<file path="src/rtl/usb_cache_if_sram_rsp.sv">
// Responder end of the cpu_cache_if request/response protocol: services requests against a
// small local line array and returns in-order responses after a fixed programmable latency.
package usb_cache_if_pkg;
    localparam int CACHE_IF_DW = 64;
    localparam int CACHE_IF_AW = 40;

    typedef enum logic [1:0] {
        REQ_READ    = 2'd0,
        REQ_WRITE   = 2'd1,
        REQ_READ_EX = 2'd2,
        REQ_FLUSH   = 2'd3
    } req_type_e;

    typedef struct packed {
        logic [3:0] src;
        logic [7:0] tid;
        logic [3:0] cpu_noc_id;
    } cpu_cache_if_tid_t;

    typedef struct packed {
        req_type_e                  req_type;
        logic [CACHE_IF_AW-1:0]     req_paddr;
        logic [CACHE_IF_DW-1:0]     req_data;
        logic [CACHE_IF_DW/8-1:0]   req_mask;
        cpu_cache_if_tid_t          req_tid;
    } cpu_cache_if_req_t;

    typedef struct packed {
        logic [CACHE_IF_DW-1:0]     resp_data;
        logic [CACHE_IF_DW/8-1:0]   resp_mask;
        cpu_cache_if_tid_t          resp_tid;
    } cpu_cache_if_resp_t;
endpackage

module usb_cache_if_sram_rsp
    import usb_cache_if_pkg::*;
#(
    parameter int N_LINES       = 16,
    parameter int RESP_LAT      = 2,
    parameter int N_OUTSTANDING = 4
) (
    input  logic               clk,
    input  logic               rstn,
    input  logic               cache_if_req_valid,
    input  cpu_cache_if_req_t  cache_if_req,
    output logic               cache_if_req_ready,
    output logic               cache_if_resp_valid,
    output cpu_cache_if_resp_t cache_if_resp,
    input  logic               cache_if_resp_ready
);
    localparam int DW  = CACHE_IF_DW;
    localparam int NB  = DW / 8;
    localparam int OFS = $clog2(NB);
    localparam int IW  = $clog2(N_LINES);
    localparam int CW  = $clog2(N_OUTSTANDING + 1);
    localparam int PW  = (N_OUTSTANDING > 1) ? $clog2(N_OUTSTANDING) : 1;

    logic [DW-1:0]      lines [N_LINES];
    logic [CW-1:0]      outstanding;
    logic               live;
    logic               accept, pop, push, is_write;
    logic [IW-1:0]      idx;
    logic [DW-1:0]      line_cur, merged;
    cpu_cache_if_resp_t acc_entry, push_entry;

    cpu_cache_if_resp_t fifo [N_OUTSTANDING];
    logic [PW-1:0]      wr_ptr, rd_ptr;
    logic [CW-1:0]      fifo_cnt;

    // Ready is held low through reset and comes up the first cycle after release.
    assign cache_if_req_ready = live && (outstanding < CW'(N_OUTSTANDING));
    assign accept   = cache_if_req_valid && cache_if_req_ready;
    assign pop      = cache_if_resp_valid && cache_if_resp_ready;
    assign idx      = cache_if_req.req_paddr[OFS +: IW];
    assign is_write = (cache_if_req.req_type == REQ_WRITE);
    assign line_cur = lines[idx];

    always_comb begin
        merged = line_cur;
        for (int b = 0; b < NB; b++) begin
            if (cache_if_req.req_mask[b]) merged[b*8 +: 8] = cache_if_req.req_data[b*8 +: 8];
        end
        acc_entry.resp_data = is_write ? merged : line_cur;
        acc_entry.resp_mask = cache_if_req.req_mask;
        acc_entry.resp_tid  = cache_if_req.req_tid;
    end

    always_ff @(posedge clk) begin
        if (!rstn) begin
            for (int i = 0; i < N_LINES; i++) lines[i] <= '0;
        end else if (accept && is_write) begin
            lines[idx] <= merged;
        end
    end

    always_ff @(posedge clk) begin
        if (!rstn) begin
            live        <= 1'b0;
            outstanding <= '0;
        end else begin
            live <= 1'b1;
            case ({accept, pop})
                2'b10:   outstanding <= outstanding + CW'(1);
                2'b01:   outstanding <= outstanding - CW'(1);
                default: outstanding <= outstanding;
            endcase
        end
    end

    generate
        if (RESP_LAT > 1) begin : g_pipe
            cpu_cache_if_resp_t    stg   [RESP_LAT-1];
            logic [RESP_LAT-2:0]   stg_v;

            always_ff @(posedge clk) begin
                if (!rstn) begin
                    stg_v <= '0;
                    for (int i = 0; i < RESP_LAT-1; i++) stg[i] <= '0;
                end else begin
                    stg_v[0] <= accept;
                    stg[0]   <= acc_entry;
                    for (int i = 1; i < RESP_LAT-1; i++) begin
                        stg_v[i] <= stg_v[i-1];
                        stg[i]   <= stg[i-1];
                    end
                end
            end

            assign push       = stg_v[RESP_LAT-2];
            assign push_entry = stg[RESP_LAT-2];
        end else begin : g_nopipe
            assign push       = accept;
            assign push_entry = acc_entry;
        end
    endgenerate

    function automatic logic [PW-1:0] ptr_inc(input logic [PW-1:0] p);
        return (p == PW'(N_OUTSTANDING - 1)) ? '0 : p + PW'(1);
    endfunction

    always_ff @(posedge clk) begin
        if (!rstn) begin
            wr_ptr   <= '0;
            rd_ptr   <= '0;
            fifo_cnt <= '0;
            for (int i = 0; i < N_OUTSTANDING; i++) fifo[i] <= '0;
        end else begin
            if (push) begin
                fifo[wr_ptr] <= push_entry;
                wr_ptr       <= ptr_inc(wr_ptr);
            end
            if (pop) rd_ptr <= ptr_inc(rd_ptr);
            case ({push, pop})
                2'b10:   fifo_cnt <= fifo_cnt + CW'(1);
                2'b01:   fifo_cnt <= fifo_cnt - CW'(1);
                default: fifo_cnt <= fifo_cnt;
            endcase
        end
    end

    assign cache_if_resp_valid = (fifo_cnt != '0);
    assign cache_if_resp       = cache_if_resp_valid ? fifo[rd_ptr] : '0;

    // The credit counter must keep the FIFO from ever overflowing.
    always_ff @(posedge clk) begin
        if (rstn) assert (!(push && !pop && (fifo_cnt == CW'(N_OUTSTANDING))));
    end
endmodule

</file>
<file path="config.mk">
export PLATFORM = sky130hd
export DESIGN_NAME = usb_cache_if_sram_rsp
export DESIGN_NICKNAME = d
export VERILOG_FILES = /design/src/rtl/usb_cache_if_sram_rsp.sv
export SDC_FILE = /design/constraint.sdc
export NUM_CORES = 2
export LEC_CHECK = 0
export CAP_MARGIN = 20
export CORE_UTILIZATION = 50
export CTS_BUF_LIST = sky130_fd_sc_hd__clkbuf_8
export DETAILED_ROUTE_END_ITERATION = 8
export DONT_BUFFER_PORTS = 1
export GPL_TIMING_DRIVEN = 0
export HOLD_SLACK_MARGIN = 0.02
export PLACE_DENSITY = 0.76
export SLEW_MARGIN = 10
export SYNTH_ARGS = -nofsm -noshare
export SYNTH_HDL_FRONTEND = slang
export SYNTH_SLANG_ARGS = --single-unit
export TNS_END_PERCENT = 5
</file>
<file path="constraint.sdc">
create_clock -name clk -period 4.9 [get_ports clk]
set_input_delay 0.98 -clock clk [delete_from_list [all_inputs] [get_ports clk]]
set_output_delay 0.98 -clock clk [all_outputs]
set_load 0.005 [all_outputs]
</file>
==> flow_metrics.env <==
export IMPL_hold_violations=0
export IMPL_grt_pass1_vias=41800
export IMPL_cts_buffers=225
export IMPL_vias=41500
export IMPL_clk_pin_slew_ns=0.06
export IMPL_grt_max_degree=52
export IMPL_r2r_end="lines[2][41]"
export IMPL_io_pins=224
export IMPL_hpwl_microns=128000
export IMPL_root_buffer="clkbuf_8"
export IMPL_synth_compound_area_share_pct=7.93
export IMPL_yosysUniqueCellTypes=41
export IMPL_post_drt_via_cell_ratio=6.01
export IMPL_clk_path_buf_depth=3
export IMPL_grt_use_total_pct=27.5
export IMPL_crit_path_end="cache_if_resp[85]"
export IMPL_overflow=0
export IMPL_min_path_type="in2reg"
export IMPL_grt_first_pass_wirelength_microns=264000
export IMPL_core_area_sq_um=128000
export IMPL_peakVddDrop_mv=0.350
export IMPL_post_cts_resized=0
export IMPL_syn_to_final_growth_pct=11.0
export IMPL_crit_type="reg2out"
export IMPL_min_period_ns=4.36
export IMPL_die_area_sq_um=132000
export IMPL_cp_start_kind="flip-flop"
export IMPL_cts_hold_buf=1
export IMPL_placed_cell_area_sq_um=68000
export IMPL_drive_gt1_share_pct=13.9
export IMPL_yosys_warnings=0
export IMPL_ys_seq_area_share_pct=66.6
export IMPL_post_cts_buffers=0
export IMPL_clock_sinks=1478
export IMPL_timing_fmax_mhz=230
export IMPL_synth_seq_cells=1478
export IMPL_yosys_area_share_simple_pct=11.8
export IMPL_rsz0062_at_grt="false"
export IMPL_drc=0
export IMPL_synth_xor_area_share_pct=0.0538
export IMPL_wl_per_cell_microns=26.5
export IMPL_cp_max_fo=10
export IMPL_io_buffer_count=0
export IMPL_drtIter0Drc=5409
export IMPL_die_w_microns=363
export IMPL_rrSetupSlack_ns=1.31
export IMPL_synthFlopType="edfxtp_1"
export IMPL_critPathRequiredTime_ns=3.92
export IMPL_worstSkewPairLatency_ns=0.97
export IMPL_async_reset_ff_share_pct=0
export IMPL_hold_slack_ns=0.164
export IMPL_place_congestion=0.878
export IMPL_maxCapViolCount=0
export IMPL_fillers=10100
export IMPL_cts_tree="yes"
export IMPL_yosys_area_share_adder_pct=0.138
export IMPL_r2r_cells=7
export IMPL_postRouteAntennaNets=0
export IMPL_finish_net_count=5105
export IMPL_end_kind="primary output"
export IMPL_start_util_pct=50.7
export IMPL_synth_edf_count=1376
export IMPL_skew_ns=0.0385
export IMPL_synthMuxAreaShare_pct=11.0
export IMPL_final_max_slew_violation_count=0
export IMPL_design_area_sq_um=72200
export IMPL_cp_arrival_ns=3.38
export IMPL_routed_wl_microns=183000
export IMPL_tightest_slew_ns=1.22
export IMPL_h_tree_depth=4
export IMPL_syn_area_per_cell_sq_um=13.8
export IMPL_chipHeight_microns=363
export IMPL_setup_violations=0
export IMPL_timing_final_crit_share_pct=88.9
export IMPL_power_leakage_uw=0.0266
export IMPL_relSlewSlack_pct=18.8
export IMPL_antenna_found_initial=14
export IMPL_status="finished, final reports clean"
export IMPL_synth_top_family_by_area="simple AND/OR/NAND/NOR gates"
export IMPL_syn_cell_area_sq_um=65100
export IMPL_fp_row_count=131
export IMPL_rr_startpoint="outstanding[2]"
export IMPL_synth_cells=4708
export IMPL_dr_pass1_iters=8
export IMPL_powerDensity_nw_per_um2=377
export IMPL_synthesis_nets=4848
==> critical path: stages (launching register included) <==
cell      delay, ns
dfxtp_1        0.30
buf_2          0.24
clkbuf_1       0.59
clkbuf_1       0.58
mux4_2         0.51
and2_1         0.22
==> sequential cells by signal, indices dropped and copies added, names as in the netlist, named ones only <==
register / cells
g_pipe.stg_v: 1
g_pipe.stg: 88
outstanding: 3
rd_ptr: 2
live: 1
fifo_cnt: 3
lines: 1024
wr_ptr: 2
fifo: 352
==> cell families after synthesis <==
group                    Yosys count
buffers and inverters            356
AND/OR/NAND/NOR                 1674
XOR/XNOR                           4
multiplexers                     603
flip-flops                      1478
AO/OA/AOI/OAI                    587
adder cells (fa/ha/maj)            6
==> layer usage <==
metal | vias up | track usage (%) | part of all wire [%]
met4 | 10 | 13.9 | 5.3
met3 | 507 | 8.00 | 12
met5 | - | 0 | 0.036
met2 | 2439 | 44.3 | 47
li1 | 18000 | - | -
met1 | 20500 | 33.7 | 36
==> Yosys cell counts, types with 2 or more instances <==
library cell	instances	area, sq um
a31oi_2	4	50.1
a22oi_1	252	1890
nor2_2	3	18.8
and3_1	88	551
nor2_1	1032	3870
edfxtp_1	1376	41300
dfxtp_1	102	2040
ha_1	4	50.1
xnor2_1	2	17.5
or3_1	3	18.8
o21ai_0	68	340
mux2i_1	515	5150
nand3_1	4	20.0
a21boi_0	2	15.0
nand2b_1	4	25.0
nand2_1	115	432
clkbuf_1	168	631
a32oi_2	120	1950
a211oi_1	64	480
a41oi_2	4	65.1
and2_1	387	2420
nor2b_1	20	125
mux4_2	88	1980
a21oi_1	72	360
buf_4	38	285
buf_1	30	113
nor3_2	2	20.0
fa_1	2	40.0
buf_2	111	556
inv_1	8	30.0
nor3b_2	2	25.0
nand3b_1	8	60.1
xor2_1	2	17.5
==> layout by cell type (no fill, tap or decap), drive strengths merged, types with 20 or more instances in the layout <==
master	n
edfxtp	1376
nor2	1035
mux2i	515
clkbuf	408
and2	388
a22oi	252
buf	208
a32oi	120
nand2	115
dfxtp	102
clkinv	90
inv	89
mux4	88
and3	88
a21oi	72
o21ai	68
a211oi	64
nor2b	20
==> power by group <==
group | leakage [uW] | internal, uW | switching, uW | total (uW)
logic | 0.00906 | 1090 | 2090 | 3180
registers | 0.0151 | 14300 | 177 | 14400
clock network | 0.00242 | 4730 | 4890 | 9620
==> how the worst min path moves through the flow <==
| stage | startpoint | endpoint | cells after the start |
|---|---|---|---|
| floorplan | fifo_cnt[2] | fifo_cnt[2] | 2 |
| global placement | fifo_cnt[2] | fifo_cnt[2] | 2 |
| detailed placement | fifo_cnt[2] | fifo_cnt[2] | 2 |
| CTS | cache_if_req[4] | g_pipe.stg[0][4] | 1 |
| global route | cache_if_req[5] | g_pipe.stg[0][5] | 1 |
| finish | cache_if_req[4] | g_pipe.stg[0][4] | 1 |
==> area by class of cell <==
cell class | count | area (sq um) | area share [%]
clock inverters | 181 | 881 | 1.22
diodes | 12 | 30.0 | 0.0416
inverters | 9 | 33.8 | 0.0468
flip-flops and latches | 1478 | 43400 | 60.0
multi-input cells | 2874 | 20200 | 28.0
plain buffers | 347 | 1590 | 2.19
well taps | 1729 | 2160 | 2.99
clock buffers | 240 | 3300 | 4.57
repair buffers | 30 | 638 | 0.883
==> metrics by stage <==
step	setup TNS, ns	utilization, %	instances	power, uW	setup WS [ns]
floorplan	0	-	4708	16800	0.583
global placement	-2256.37	52.4	6437	17800	-2.30
detailed placement	0	53.0	6465	17900	0.0968
CTS	0	56.2	6887	27200	0.421
global route	0	56.3	6895	28000	0.458
finish	0	56.3	6900	27200	0.543
Note: power is estimated with default switching activity, not from simulation.
